<file path="src/rtl/pipe_stage_reg.sv">
// Inter-stage pipeline register with per-lane valid/squash, stall-vector
// bubble/hold/advance handling, flush, delay-slot tracking and perf counters.
module pipe_stage_reg #(
  parameter int LANES       = 1,
  parameter int LANE_W      = 32,
  parameter int STALL_W     = 6,
  parameter int STAGE       = 2,
  parameter int ZERO_BUBBLE = 1,
  parameter int CNT_W       = 16
) (
  input  logic                      clk,
  input  logic                      rst,
  input  logic [STALL_W-1:0]        stall,
  input  logic                      flush,
  input  logic [LANES-1:0]          in_valid,
  input  logic [LANES*LANE_W-1:0]   in_data,
  input  logic [LANES-1:0]          kill_mask,
  input  logic                      in_ds_next,
  input  logic                      cnt_clr,
  output logic [LANES-1:0]          out_valid,
  output logic [LANES*LANE_W-1:0]   out_data,
  output logic                      out_ds,
  output logic                      flush_o,
  output logic                      any_valid,
  output logic [CNT_W-1:0]          stall_cnt,
  output logic [CNT_W-1:0]          bubble_cnt
);

  typedef enum logic [1:0] {ACT_FLUSH, ACT_BUBBLE, ACT_HOLD, ACT_ADV} act_t;

  act_t                    act;
  logic [LANES-1:0]        cap_vld;
  logic [LANES*LANE_W-1:0] cap_data;

  logic [LANES-1:0]        vld_p1;
  logic [LANES*LANE_W-1:0] data_p1;
  logic                    ds_p1;
  logic                    flush_p1;
  logic [CNT_W-1:0]        stall_cnt_p1;
  logic [CNT_W-1:0]        bubble_cnt_p1;

  function automatic logic [CNT_W-1:0] sat_inc(input logic [CNT_W-1:0] c);
    return (&c) ? c : c + 1'b1;
  endfunction

  // A stopped stage feeding a running one emits a bubble; both stopped means hold.
  always_comb begin
    if (flush)
      act = ACT_FLUSH;
    else if (stall[STAGE] && !stall[STAGE+1])
      act = ACT_BUBBLE;
    else if (stall[STAGE])
      act = ACT_HOLD;
    else
      act = ACT_ADV;
  end

  always_comb begin
    cap_vld  = in_valid & ~kill_mask;
    cap_data = in_data;
    for (int i = 0; i < LANES; i++) begin
      if ((ZERO_BUBBLE != 0) && !cap_vld[i])
        cap_data[i*LANE_W +: LANE_W] = '0;
    end
  end

  // Stage boundary: upstream -> registered outputs
  always_ff @(posedge clk) begin
    if (rst) begin
      vld_p1   <= '0;
      data_p1  <= '0;
      ds_p1    <= 1'b0;
      flush_p1 <= 1'b0;
    end else begin
      flush_p1 <= flush;
      case (act)
        ACT_FLUSH: begin
          vld_p1 <= '0;
          ds_p1  <= 1'b0;
          if (ZERO_BUBBLE != 0) data_p1 <= '0;
        end
        ACT_BUBBLE: begin
          vld_p1 <= '0;
          if (ZERO_BUBBLE != 0) data_p1 <= '0;
        end
        ACT_HOLD: ;
        default: begin
          vld_p1  <= cap_vld;
          data_p1 <= cap_data;
          ds_p1   <= in_ds_next;
        end
      endcase
    end
  end

  // Clear beats increment; a flush cycle counts as neither stall nor bubble.
  always_ff @(posedge clk) begin
    if (rst || cnt_clr) begin
      stall_cnt_p1  <= '0;
      bubble_cnt_p1 <= '0;
    end else begin
      if (act == ACT_HOLD)   stall_cnt_p1  <= sat_inc(stall_cnt_p1);
      if (act == ACT_BUBBLE) bubble_cnt_p1 <= sat_inc(bubble_cnt_p1);
    end
  end

  assign out_valid  = vld_p1;
  assign out_data   = data_p1;
  assign out_ds     = ds_p1;
  assign flush_o    = flush_p1;
  assign any_valid  = |vld_p1;
  assign stall_cnt  = stall_cnt_p1;
  assign bubble_cnt = bubble_cnt_p1;

endmodule

</file>
<file path="config.mk">
export PLATFORM = sky130hd
export DESIGN_NAME = pipe_stage_reg
export DESIGN_NICKNAME = d
export VERILOG_FILES = /design/src/rtl/pipe_stage_reg.sv
export SDC_FILE = /design/constraint.sdc
export NUM_CORES = 1
export LEC_CHECK = 0
export ABC_AREA = 1
export CAP_MARGIN = 20
export CELL_PAD_IN_SITES_DETAIL_PLACEMENT = 1
export CELL_PAD_IN_SITES_GLOBAL_PLACEMENT = 1
export CORE_MARGIN = 4
export CORE_UTILIZATION = 31
export CTS_CLUSTER_DIAMETER = 50
export DETAILED_ROUTE_END_ITERATION = 16
export GPL_ROUTABILITY_DRIVEN = 0
export GPL_TIMING_DRIVEN = 0
export MAX_ROUTING_LAYER = met4
export PLACE_DENSITY_LB_ADDON = 0.12
export SETUP_SLACK_MARGIN = 0.05
export SYNTH_ARGS = -nofsm -noshare
export SYNTH_HDL_FRONTEND = slang
export SYNTH_SLANG_ARGS = --single-unit
</file>
<file path="constraint.sdc">
create_clock -name clk -period 2.2 [get_ports clk]
set_clock_uncertainty 0.2 [all_clocks]
set_input_delay 0.22 -clock clk [delete_from_list [all_inputs] [get_ports clk]]
set_output_delay 0.22 -clock clk [all_outputs]
set_load 0.05 [all_outputs]
</file>
Yosys cells after proc, flatten, opt, wreduce, memory -nomap -nowiden --
Cells that the tools add are included.
Cells by class: $add $sub $neg 2, multiplexer cells 7, reduce and logical (&&, ||, !) cells 10, bitwise operators 4, equal/unequal tests 2
Operators by type and width (number):
- 32-bit one-hot mux with 2 select lines | 1
- 16-bit by 1-bit adder with 16-bit output (second input constant) | 2
- 32-bit 2-to-1 mux | 1
- 16-bit AND reduction | 2
- 2-bit 2-to-1 mux | 2
- 1-bit one-hot mux with 2 select lines | 2
- 2-bit AND reduction | 2
- 2-bit OR reduction | 2
- 1-bit inverter | 3
- 2-bit by 1-bit equality test with 1-bit output (second input constant) | 1
- 2-bit equality test (second input constant) | 1
- 2-bit zero test | 1
- 1-bit bitwise AND | 1
- 1-bit logical AND | 1
- 1-bit zero test | 1
- 1-bit logical OR | 1
- 1-bit 2-to-1 mux | 1
Storage, ports and cells: logic and storage cells 31, input bits 45, register bits 67, output and inout bits 68

Logic depth before layout (Yosys ltp) --
Gate-level depths: netlist (run 1).
depth after elaboration 7, gate-level depth with buffers 9, mapped depth without buffers 9

Worst setup path before layout (run 1) --
Ideal clock, no wire load.
path kind reg2reg, from register bubble_cnt_p1[0], in the netlist bubble_cnt[0], to register bubble_cnt_p1[15], in the netlist bubble_cnt[15], setup slack 178 ps, data required time 1883 ps, cell stages (with the launch flop) 8, period minus slack after synthesis 2022 ps, arrival 1705 ps, buffers on the path 1, library setup time 117 ps, cells stage by stage dfxtp_1 -> ha_1 -> nand3_1 -> inv_1 -> nand4_4 -> buf_6 -> a21oi_1 -> nor2_1
On the way: longest elaborated chain between the ends 3, elaborated cells on any way between the ends 4, those cells by class add/sub: 1; bitwise: 1; reduce/logical: 2
RTL lines:
- start: declaration | line 40 | logic [CNT_W-1:0] bubble_cnt_p1;
- start signal: assignment | line 103 | if (act == ACT_BUBBLE) bubble_cnt_p1 <= sat_inc(bubble_cnt_p1);
- branches (longest 3 deep; another with 16-bit by 1-bit adder with 16-bit output)
Several ways; the timed one is not identified. A chain may end at the register's enable or synchronous reset.

Worst setup path in the final report (run 1) --
from register bubble_cnt_p1[5], in the netlist bubble_cnt[5], to output port bubble_cnt[5]
RTL lines:
- end: declaration | line 26 | output logic [CNT_W-1:0] bubble_cnt
No word-level cell between the ends.

==> results.toml, run 1 <==
[clock_tree]
cts_buffer_depth = 2
worst_path_clk_slew_ns = 0.08
clockRootBuffer = "sky130_fd_sc_hd__clkbuf_8"
clock-sinks = 67
clock_insertion_delay_worst_skew_ns = 0.33
cts_inserted_buffers = 9
cts_h_tree_depth = 3
cts_hold_buf = 0
cts_tree = "done"

[routing]
first_iter_violations = 63
detail_route.wl_per_cell_um = 14.29
detailroute.via_count = 3374
vias_per_cell = 4.686
routed_wl_um = 10290
drc = 0
drt.antenna.violating_nets = 0
first_pass_iters = 4

[synthesis]
synth.area.top_cells = "sky130_fd_sc_hd__dfxtp_1 (42%), sky130_fd_sc_hd__nand2_1 (14%), sky130_fd_sc_hd__nor2_1 (9.7%)"
ys_async_sr_fraction_pct = 0
synth_flop_cell = "sky130_fd_sc_hd__dfxtp_1"
synth_edf_count = 0
yosys_warnings = 0
synthCells = 464
synth_top_area_share_pct = 42.44
synth_top_area_cell = "sky130_fd_sc_hd__dfxtp_1"
seq_area_frac_synth_pct = 42.44
syn-num-nets = 511
synth.ff_latch_count = 67
synth_area_sq_um = 3161
syn-mean-instance-area_sq_um = 6.811
number_of_distinct_library_cell_variants_in_the_gate_level_netlist_after_synthesis = 27

[floorplan]
floorplan.die.width_um = 109.0
initial_core_util_pct = 32.04
die_area_sq_um = 11870
ios = 113
placement_rows = 36
core_sq_um = 9864
die-height_um = 109.0

[setup_path]
cp_cell_sequence = "clkdlybuf4s50_1"
timing.setup.critical_path_class = "register to output port"
timing.critical_path.fanout_max = 7
worst_path_max_delay_cell = "sky130_fd_sc_hd__clkdlybuf4s50_1"
critical_path.n_buffers_inverters = 1
timing.critical_path.arrival_ns = 1.63
setup.worst_path.start_class = "register"
worst_path_largest_cell_delay_ns = 0.85
required_ns = 1.78
setup.worst_path.end_class = "output port"
worst_path_dominant_cell_family = "buffers and inverters"

[finish]
finalNetCount = 629
layout.cells.non_filler = 720
drive_above_1_share_pct = 5.963
area.growth.synth_to_final_pct = 45.09
diodes_inserted = 0

[sta]
final-max-slew-violation-count = 0
post-route-min-period_ns = 2.055
final_hold_vio_count = 0
holdWs_ns = 0.08627
max_freq_ghz = 0.4867
worstMarginPinSlew_ns = 0.5424
rsz0062_at_grt = "no"
setup_viol = 0
maxSlewHeadroom_pct = 63.73
fin_tns_setup_ns = 0
layout_worst_path_cycle_share_pct = 93.39

[power]
total_leakage_power_uw = 0.001560
pwr_per_cell_area_nw_per_um2 = 532.8
power_switching_uw = 598.2
seqPwrFrac_pct = 50.3
p_int_uw = 1845
vdd_ir_drop_max_uv = 241.3
switching_share_pct = 24.49
comb_power_share_pct = 8.8
clock_power_share_pct = 40.9

[flow_run]
max_cap_viol_count = 0

[place]
placed_cells_incl_taps = 704
place.port_buffers = 107
place_hpwl_um = 7889

[global_route]
grt_antenna_before_repair = 0
globalRouteMet3Util_pct = 5.802
gr-usage-met1_pct = 21.67
grt_pass1_wl_um = 16770
globalRouteOverflowTotal = 0
vias_in_the_first_global_route = 3571
busiest_layer_in_global_routing = "met2"
use_met2_pct = 30.18
grt_start_max_net_pins = 12
grt_resource_usage_total_pct = 18.47

[run_status]
status = "completed"

[worst_hold_path]
timing.hold.worst.class = "primary input to register"
-- through the flow --
step / util [%] / area (sq um) / total power (uW) / worst slack (ns)
after floorplan: - / 3161 / 1354 / 0.1778
after global placement: 44.58 / 4398 / 1469 / 0.07314
after detailed placement: 44.58 / 4398 / 1474 / 0.009996
after CTS: 46.46 / 4583 / 2485 / 0.05457
after global routing: 46.49 / 4586 / 2564 / 0.06697
final: 46.49 / 4586 / 2443 / 0.1455
-- metal layers --
metal / share of wire [%] / wire [um]
met5: 0 / 0
met4: 0.94 / 97
met3: 7.0 / 724
met2: 47 / 4863
met1: 45 / 4604
-- path summary, 6_finish.rpt --
path / to / slack, ns / cells past startpoint / startpoint
worst max-delay path: bubble_cnt[5] / 0.15 / 1 / bubble_cnt[5]
worst max register to register: bubble_cnt[15] / 0.30 / 7 / bubble_cnt[0]
worst min-delay path: out_data[0] / 0.09 / 2 / rst
worst min register to register: out_data[21] / 0.27 / 2 / out_data[21]
-- synth_stat cells (3+ instances only) --
master,n
sky130_fd_sc_hd__nand2_1,118
sky130_fd_sc_hd__nor2_1,82
sky130_fd_sc_hd__dfxtp_1,67
sky130_fd_sc_hd__a21oi_1,59
sky130_fd_sc_hd__nand3_1,34
sky130_fd_sc_hd__nand2b_1,32
sky130_fd_sc_hd__inv_1,26
sky130_fd_sc_hd__buf_2,7
sky130_fd_sc_hd__clkbuf_1,6
sky130_fd_sc_hd__nor2_2,4
sky130_fd_sc_hd__nand3b_1,3
sky130_fd_sc_hd__nand4_1,3
sky130_fd_sc_hd__o21ai_0,3
-- flip-flops by register name, summed over array words and instances (netlist names) --
name	cells
any_valid	1
stall_cnt	16
out_data	32
flush_o	1
out_ds	1
bubble_cnt	16
-- layout make-up --
cell class,count,area [sq um]
buffer,17,87.58
clock buffer,11,131.4
clock inverter,5,53.80
fill,1283,5279
inverter,28,105.1
multi-input combinational,352,1627
sequential,67,1341
tap,133,166.4
timing repair buffer,107,1074
-- repair_timing --
item / in CTS / in global routing
resized for setup: 0 / 1
buffers inserted: 0 / 0
setup endpoints to repair: 0 / 1
-- kinds of logic after synthesis --
| group | count (synthesis) | share of synthesized area [%] |
|---|---|---|
| AO/OA/AOI/OAI | 62 | 9.818 |
| XOR/XNOR | 3 | 0.8315 |
| adder cells (fa/ha/maj) | 2 | 0.7916 |
| buffers and inverters | 45 | 6.096 |
| flip-flops | 67 | 42.44 |
| AND/OR/NAND/NOR | 285 | 40.02 |
-- power groups by stage --
| stage | Sequential (uW) | Combinational [uW] | Clock, uW |
|---|---|---|---|
| final | 1230 | 215 | 1000 |
| after global routing | 1230 | 233 | 1100 |
| after CTS | 1230 | 218 | 1040 |
| after detailed placement | 1260 | 218 | 0 |
| after global placement | 1260 | 213 | 0 |
| after floorplan | 1290 | 64.6 | 0 |
-- layout by cell type, fill, tap and decap left out, types with 2 or more instances in the layout --
master                            count
sky130_fd_sc_hd__nand3b_1             3
sky130_fd_sc_hd__nor3_1               2
sky130_fd_sc_hd__clkbuf_1             8
sky130_fd_sc_hd__o21ai_0              3
sky130_fd_sc_hd__nor2_1              82
sky130_fd_sc_hd__nand2_1            118
sky130_fd_sc_hd__inv_1               26
sky130_fd_sc_hd__clkbuf_8             9
sky130_fd_sc_hd__nor2_2               4
sky130_fd_sc_hd__nand2_2              2
sky130_fd_sc_hd__buf_2                7
sky130_fd_sc_hd__ha_1                 2
sky130_fd_sc_hd__nand4_1              3
sky130_fd_sc_hd__dfxtp_1             67
sky130_fd_sc_hd__a21oi_1             59
sky130_fd_sc_hd__clkinv_2             3
sky130_fd_sc_hd__xnor2_1              2
sky130_fd_sc_hd__nand2b_1            32
sky130_fd_sc_hd__inv_2                2
sky130_fd_sc_hd__buf_4                2
sky130_fd_sc_hd__nand3_1             34
sky130_fd_sc_hd__clkdlybuf4s50_1    106
Power figures use the tool's default switching activity.
==> run 2, diff against run 1 <==
--- a/config.mk
+++ b/config.mk
@@ -12,6 +12,7 @@
 export CORE_MARGIN = 4
 export CORE_UTILIZATION = 31
 export CTS_CLUSTER_DIAMETER = 50
+export CTS_CLUSTER_SIZE = 40
 export DETAILED_ROUTE_END_ITERATION = 16
 export GPL_ROUTABILITY_DRIVEN = 0
 export GPL_TIMING_DRIVEN = 0
==> results of run 2 <==
The final DEF is identical to that of run 1; final timing and power are the same.
